[src/rtl/pll_lock_supervisor.sv]
// PLL lock supervisor: qualifies the raw PLL lock indication against DCO drift,
// rides through short lock dropouts and flags acquisition timeouts as a fault.
module pll_lock_supervisor #(
    parameter int unsigned LOCK_CYCLES = 1024,
    parameter int unsigned HOLD_CYCLES = 64,
    parameter int unsigned ACQ_TIMEOUT = 65536,
    parameter logic [31:0] DRIFT_TOL   = 32'h0010_0000
) (
    input  logic        sys_clk,
    input  logic        rst_n,
    input  logic        enable,
    input  logic        lock_in,
    input  logic [31:0] dco_word,
    input  logic        clear_fault,
    output logic        pll_locked,
    output logic        lock_lost_pulse,
    output logic        fault,
    output logic [2:0]  state,
    output logic [15:0] loss_count,
    output logic [31:0] dco_hold
);

    // state    | meaning
    // DISABLED | supervisor off, waiting for enable
    // ACQUIRE  | waiting for raw lock_in
    // QUALIFY  | counting consecutive lock cycles within drift of ref_word
    // LOCKED   | qualified lock, DCO tracked against dco_hold
    // HOLDOVER | lock disturbed, grace period before declaring loss
    // FAULT    | acquisition timed out, waiting for clear_fault
    typedef enum logic [2:0] {
        ST_DISABLED = 3'd0,
        ST_ACQUIRE  = 3'd1,
        ST_QUALIFY  = 3'd2,
        ST_LOCKED   = 3'd3,
        ST_HOLDOVER = 3'd4,
        ST_FAULT    = 3'd5
    } state_e;

    localparam logic [31:0] QUAL_LAST = 32'(LOCK_CYCLES - 1);
    localparam logic [31:0] HOLD_LAST = 32'(HOLD_CYCLES - 1);
    localparam logic [31:0] ACQ_LAST  = 32'(ACQ_TIMEOUT - 1);

    state_e      state_q, state_d;
    logic [31:0] acq_q, acq_d;
    logic [31:0] qual_q, qual_d;
    logic [31:0] hold_q, hold_d;
    logic [31:0] ref_q, ref_d;
    logic [31:0] dco_hold_q, dco_hold_d;
    logic [15:0] loss_q, loss_d;
    logic        pulse_q, pulse_d;

    logic        ref_ok;
    logic        hold_ok;
    logic        timeout;
    logic [31:0] acq_inc;

    function automatic logic [31:0] abs_diff(input logic [31:0] a, input logic [31:0] b);
        return (a >= b) ? (a - b) : (b - a);
    endfunction

    always_comb begin
        ref_ok  = lock_in && (abs_diff(dco_word, ref_q) <= DRIFT_TOL);
        hold_ok = lock_in && (abs_diff(dco_word, dco_hold_q) <= DRIFT_TOL);
        timeout = (acq_q == ACQ_LAST);
        acq_inc = (acq_q == 32'hFFFF_FFFF) ? acq_q : acq_q + 32'd1;
    end

    always_comb begin
        state_d    = state_q;
        acq_d      = acq_q;
        qual_d     = qual_q;
        hold_d     = hold_q;
        ref_d      = ref_q;
        dco_hold_d = dco_hold_q;
        loss_d     = loss_q;
        pulse_d    = 1'b0;

        if (!enable) begin
            state_d = ST_DISABLED;
            acq_d   = '0;
            qual_d  = '0;
            hold_d  = '0;
        end else begin
            unique case (state_q)
                ST_DISABLED: begin
                    state_d = ST_ACQUIRE;
                    acq_d   = '0;
                end
                ST_ACQUIRE: begin
                    acq_d = acq_inc;
                    if (timeout) begin
                        state_d = ST_FAULT;
                    end else if (lock_in) begin
                        state_d = ST_QUALIFY;
                        qual_d  = '0;
                        ref_d   = dco_word;
                    end
                end
                ST_QUALIFY: begin
                    acq_d = acq_inc;
                    // timeout wins even when this cycle would complete qualification
                    if (timeout) begin
                        state_d = ST_FAULT;
                    end else if (ref_ok) begin
                        if (qual_q == QUAL_LAST) begin
                            state_d    = ST_LOCKED;
                            dco_hold_d = dco_word;
                        end else begin
                            qual_d = qual_q + 32'd1;
                        end
                    end else begin
                        state_d = ST_ACQUIRE;
                    end
                end
                ST_LOCKED: begin
                    if (!hold_ok) begin
                        state_d = ST_HOLDOVER;
                        hold_d  = '0;
                    end
                end
                ST_HOLDOVER: begin
                    if (hold_ok) begin
                        state_d = ST_LOCKED;
                    end else if (hold_q == HOLD_LAST) begin
                        state_d = ST_ACQUIRE;
                        acq_d   = '0;
                        pulse_d = 1'b1;
                        if (loss_q != 16'hFFFF) begin
                            loss_d = loss_q + 16'd1;
                        end
                    end else begin
                        hold_d = hold_q + 32'd1;
                    end
                end
                ST_FAULT: begin
                    if (clear_fault) begin
                        state_d = ST_ACQUIRE;
                        acq_d   = '0;
                    end
                end
                default: begin
                    state_d = ST_DISABLED;
                end
            endcase
        end
    end

    always_ff @(posedge sys_clk or negedge rst_n) begin
        if (!rst_n) begin
            state_q    <= ST_DISABLED;
            acq_q      <= '0;
            qual_q     <= '0;
            hold_q     <= '0;
            ref_q      <= '0;
            dco_hold_q <= '0;
            loss_q     <= '0;
            pulse_q    <= 1'b0;
        end else begin
            state_q    <= state_d;
            acq_q      <= acq_d;
            qual_q     <= qual_d;
            hold_q     <= hold_d;
            ref_q      <= ref_d;
            dco_hold_q <= dco_hold_d;
            loss_q     <= loss_d;
            pulse_q    <= pulse_d;
        end
    end

    assign state           = state_q;
    assign pll_locked      = (state_q == ST_LOCKED) || (state_q == ST_HOLDOVER);
    assign fault           = (state_q == ST_FAULT);
    assign lock_lost_pulse = pulse_q;
    assign loss_count      = loss_q;
    assign dco_hold        = dco_hold_q;

endmodule

[config.mk]
export PLATFORM = sky130hd
export DESIGN_NAME = pll_lock_supervisor
export DESIGN_NICKNAME = d
export VERILOG_FILES = /design/src/rtl/pll_lock_supervisor.sv
export SDC_FILE = /design/constraint.sdc
export NUM_CORES = 1
export LEC_CHECK = 0
export ABC_CLOCK_PERIOD_IN_PS = 9600
export BUFFER_PORTS_ARGS = -buffer_cell sky130_fd_sc_hd__buf_4
export CORE_MARGIN = 1.5
export CORE_UTILIZATION = 35
export CTS_CLUSTER_SIZE = 25
export DETAILED_ROUTE_END_ITERATION = 8
export SYNTH_ARGS = -nofsm -noshare
export SYNTH_HDL_FRONTEND = slang
export SYNTH_SLANG_ARGS = --single-unit
[constraint.sdc]
create_clock -name sys_clk -period 9.6 [get_ports sys_clk]
set_input_delay 1.92 -clock sys_clk [delete_from_list [all_inputs] [get_ports sys_clk]]
set_output_delay 1.92 -clock sys_clk [all_outputs]
set_load 0.005 [all_outputs]
# After elaboration in Yosys (flattened, before gate mapping)
# Index checks and enable logic that the tools add are counted.
# W data, S select, Z words.
[classes]
bitwise = 2
eq_ne = 27
reduce_logical = 12
n_lt_le_gt_ge = 4
addsub = 8
mux = 35
[ops]
columns = ["cell", "count"]
rows = [
  ["$mux W32", 17],
  ["$pmux W32 S2", 2],
  ["$pmux W32 S4", 1],
  ["$sub A32 B32 Y32", 4],
  ["$add A32 B1 Y32 const B", 3],
  ["$ge A32 B32 Y1", 2],
  ["$le A32 B21 Y1 const B", 2],
  ["$ne A3 B3 Y1 const B", 11],
  ["$eq A32 B10 Y1 const B", 1],
  ["$eq A32 B16 Y1 const B", 1],
  ["$eq A32 B32 Y1 const B", 1],
  ["$eq A32 B6 Y1 const B", 1],
  ["$mux W3", 10],
  ["$reduce_and A5 Y1", 4],
  ["$pmux W3 S6", 1],
  ["$add A16 B1 Y16 const B", 1],
  ["$ne A16 B16 Y1 const B", 1],
  ["$ne A4 B4 Y1 const B", 2],
  ["$reduce_and A4 Y1", 2],
  ["$eq A3 B2 Y1 const B", 2],
  ["$eq A3 B3 Y1 const B", 2],
  ["$ne A3 B1 Y1 const B", 2],
  ["$reduce_and A6 Y1", 1],
  ["$ne A5 B2 Y1 const B", 1],
  ["8 further kinds", 13],
]
[totals]
ff_bits = 180
word_cells = 96
out_inout_bits = 54
inputBits = 37

# Longest topological paths before layout
[depth]
depth_word = 8
ltp_mapped = 18
depth_no_buf = 14

# Worst setup path after synthesis
# No wires, ideal clock.
[synth_timing]
path_type = "input port to flip-flop"
startpoint = "input port dco_word[6]"
endpoint = "register loss_q[1], in the netlist loss_count[1]"
required_ns = 9.472
path_stages = 16
setup_ns = 0.128
t_arrival_ns = 5.627
slack_ns = 3.845
n_path_buf = 2
path_cell_list = "inv_1 > ha_1 > buf_6 > a21o_1 > a221o_1 > a31o_1 > o31ai_2 > a31oi_1 > a2111oi_2 > o211a_1 > o2111ai_1 > or4_4 > or3_1 > buf_4 > nand3_1 > mux2_1"
[synth_via]
elab_chain_cells = 6
elab_cells_between_ends = 8
classes_between = "add/sub: 2; order compare: 2; mux: 1; bitwise: 1; reduce/logical: 2"
[synth_rtl]
columns = ["element", "line", "text"]
rows = [
  ["start, declared", "13", "input logic [31:0] dco_word,"],
  ["$sub A32 B32 Y32 or $ge A32 B32 Y1 (tied branches)", "58", "return (a >= b) ? (a - b) : (b - a);"],
  ["$mux W32 *", "58", ""],
  ["$le A32 B21 Y1 *", "63", "hold_ok = lock_in && (abs_diff(dco_word, dco_hold_q) <= DRIFT_TOL);"],
  ["$logic_and A1 B1 Y1 *", "63", ""],
  ["$not A1 Y1 (no line) *", "n/a", ""],
  ["$reduce_and A5 Y1 (no line) *", "n/a", ""],
  ["end signal, assigned", "165", "loss_q <= loss_d;"],
  ["end, declared", "49", "logic [15:0] loss_q, loss_d;"],
]
# Mark *: on every way between the ends. The rest lies on a longest branch, timed or not.
# A chain may end at the register's enable or synchronous reset.

# Final worst setup path
[layout_timing]
startpoint = "input port dco_word[25]"
endpoint = "register acq_q[25]"
[layout_via]
elab_chain_cells = 6
elab_cells_between_ends = 8
classes_between = "add/sub: 2; order compare: 2; eq/ne: 1; mux: 1; reduce/logical: 2"
[layout_rtl]
columns = ["element", "line", "text"]
rows = [
  ["$sub A32 B32 Y32 or $ge A32 B32 Y1 (tied branches)", "58", ""],
  ["$mux W32 *", "58", ""],
  ["$le A32 B21 Y1 *", "63", ""],
  ["$logic_and A1 B1 Y1 *", "63", ""],
  ["$ne A3 B3 Y1 (no line) *", "n/a", ""],
  ["$reduce_and A5 Y1 (no line) *", "n/a", ""],
  ["end signal, assigned", "160", "acq_q <= acq_d;"],
  ["end, declared", "44", "logic [31:0] acq_q, acq_d;"],
]
# Marks and branches as above.

==> results.ini <==
[cells_and_area]
drive_gt1_share_pct=8.31
diodes=0
design_area_sq_um=18300
syn_to_final_growth_pct=9.93
final_util_pct=39.2
fin_nets=2285

[clock_tree]
postCtsSetupBuffers=0
cts-buffers-inserted=17
cts_sinks=180
clkSlewWorstSetupHoldPaths_ns=0.08
insertion_delay_ns=0.50
clockBufferDepth=2
cts_resized=0
cts_tree=built
hold_buffers=0
root_buffer=clkbuf_16
htreeDepth=4

[synth]
synth_top_area_share_pct=27.0
yosysMostFrequentCell=nand2_1
synth_largest_area_cell=dfrtp_1
synth_seq_area_share_pct=27.0
synth.area.top_cells=dfrtp_1, ha_1, a21oi_1, nand2_1, o21ai_0
synth_edf_count=0
async_reset_ff_share_pct=100
synth_ff_type=dfrtp_1
synth_cells=2107
syn_avg_cell_area_sq_um=7.92
syn_area_sq_um=16700
yosysUniqueCellTypes=91
syn_nets=2274
synth_common_cells=nand2_1, a21oi_1, dfrtp_1
synth_warnings=0
synth-seq-cells=180

[worst_setup_path]
slowest_delay_ns=0.75
cp_slowest_cell=or3_1
critPathKind=input pin to register
critPathCaptureType=register
critPathLaunchType=input pin
path_cells=buf_4 > inv_1 > ha_1 > and4_1 > and2_1 > a32oi_1 > o211a_1 > nand2_2 > a2111oi_2 > o211a_1 > o2111ai_1 > or4_4 > nor4_4 > buf_4 > or3_1 > o31ai_1
ff2ff_path_depth=14
worst_path_dominant_cell_family=simple AND/OR/NAND/NOR gates
arrival_ns=7.34
cp_max_fo=35
cp.depth=16
path_buf_inv=3
worstPathRequired_ns=9.95

[sta]
maxSlewViolCount=0
relSlewSlack_pct=27.1
rsz0062_at_grt=no
finalCriticalPeriod_ns=6.99
tns_ns=0
post-route-period-util_pct=72.8
hold_viol_final=0
holdWs_ns=0.495
tightest_slew_ns=1.09
timing.fmax_mhz=143
setup_viol=0
clock_skew_ns=0.0119

[die]
core-area_sq_um=46800
core.rowCount=79
die_w_um=221
die_area_sq_um=49000
initial_utilization_pct=35.7
fp.dieH_um=221
ios=91

[global_route]
grt_pass1_vias=16000
grtUsageTotal_pct=22.4
antenna_found_initial=0
overflow=0
grt_max_degree=114
grt_pass1_wl_um=88300

[detailed_routing]
ant_nets=0
detail_route.wl_per_cell_um=20.0
drt-total-wl_um=54700
first_pass_iters=6
initialDrtViolationCount=1513
num_vias=16600
drcViolationCount=0
vias_per_cell=6.05

[hold_path]
hold_path_class=register to register
hold_depth=1

[placement]
numPortBuffers=90
dp_hpwl_um=41400
placed_cell_area_sq_um=17700
gp_congestion=1.02

[pwr]
p_per_area_nw_per_um2=159
finalPower_mw=2.92
cellLeakagePower_nw=8.19
vdd_drop_max_uv=152

[status]
status=finished, final reports clean

[run]
maxCapViolCount=0

power by group:
part,internal (mW),switching [mW]
logic,0.464,0.857
clock network,0.371,0.370
registers,0.811,0.0483
sequential cells by signal, indices dropped and copies added, names as in the netlist:
signal and count:
acq_q 32, dco_hold 32, hold_q 32, lock_lost_pulse 1, loss_count 16, qual_q 32
ref_q 32, state 3
logic make-up after synthesis:
| family | synth area share [%] |
|---|---|
| buffers and inverters | 6.01 |
| multiplexers | 3.08 |
| AO/OA/AOI/OAI | 28.2 |
| XOR/XNOR | 3.94 |
| AND/OR/NAND/NOR | 22.0 |
| adder cells (fa/ha/maj) | 9.75 |
| flip-flops | 27.0 |
worst register-to-register path, cell delays in order (launching register included):
cell and delay [ns]:
dfrtp_1 0.43, ha_1 0.60, nand4_1 0.25, nor4_1 0.54
nor3b_1 0.13, a31o_2 0.32, nand2_2 0.51, mux2i_1 0.30
xnor2_1 0.18, o2111ai_1 0.18, or4_4 0.67, nor4_4 0.23
buf_4 0.40, or3_1 0.76, o31ai_1 0.17
layout make-up:
cell class                 instances  area [sq um]
clock buffer                      18           429
sequential                       180          4500
tap                              607           759
timing repair buffer             103           792
fill                            4766         28400
multi-input combinational       1684         11200
inverter                         132           495
clock inverter                    14           163
path summary, 6_finish.rpt:
path,endpoint,from,slack [ns]
hold / removal,loss_count[13],loss_count[13],0.50
setup reg to reg,acq_q[25],dco_hold[9],3.79
max in group asynchronous,dco_hold[4],rst_n,6.60
hold reg to reg,loss_count[13],loss_count[13],0.50
setup / recovery,acq_q[25],dco_word[25],2.61
min in group asynchronous,loss_count[3],rst_n,1.53
per-stage QoR:
| stage | setup slack [ns] | std cells |
|---|---|---|
| 2_1_floorplan | 3.85 | 2107 |
| 3_3_place_gp | 2.20 | 2705 |
| 3_5_place_dp | 2.27 | 2705 |
| 4_1_cts | 2.80 | 2737 |
| 5_1_grt | 2.34 | 2738 |
| 6_report | 2.61 | 2738 |
placed cells by master, fill, tap and decap left out, types with 54 or more instances in the layout:
cell       n
nand3_1   72
ha_1     130
a21oi_1  182
nor2_1   128
and3_1    56
buf_4    101
dfrtp_1  180
nand2_1  191
o21ai_0  131
o31ai_1   65
a21o_1    54
xnor2_1   57
nand4_1   55
inv_1    131
layer usage:
layer	vias to the layer above	track usage (%)	wire (um)
met3	112	3.59	3010
li1	7864	-	-
met2	617	35.8	25100
met5	-	0	0
met1	7963	30.4	24900
met4	0	8.28	1670
(Power assumes the default switching activity.)
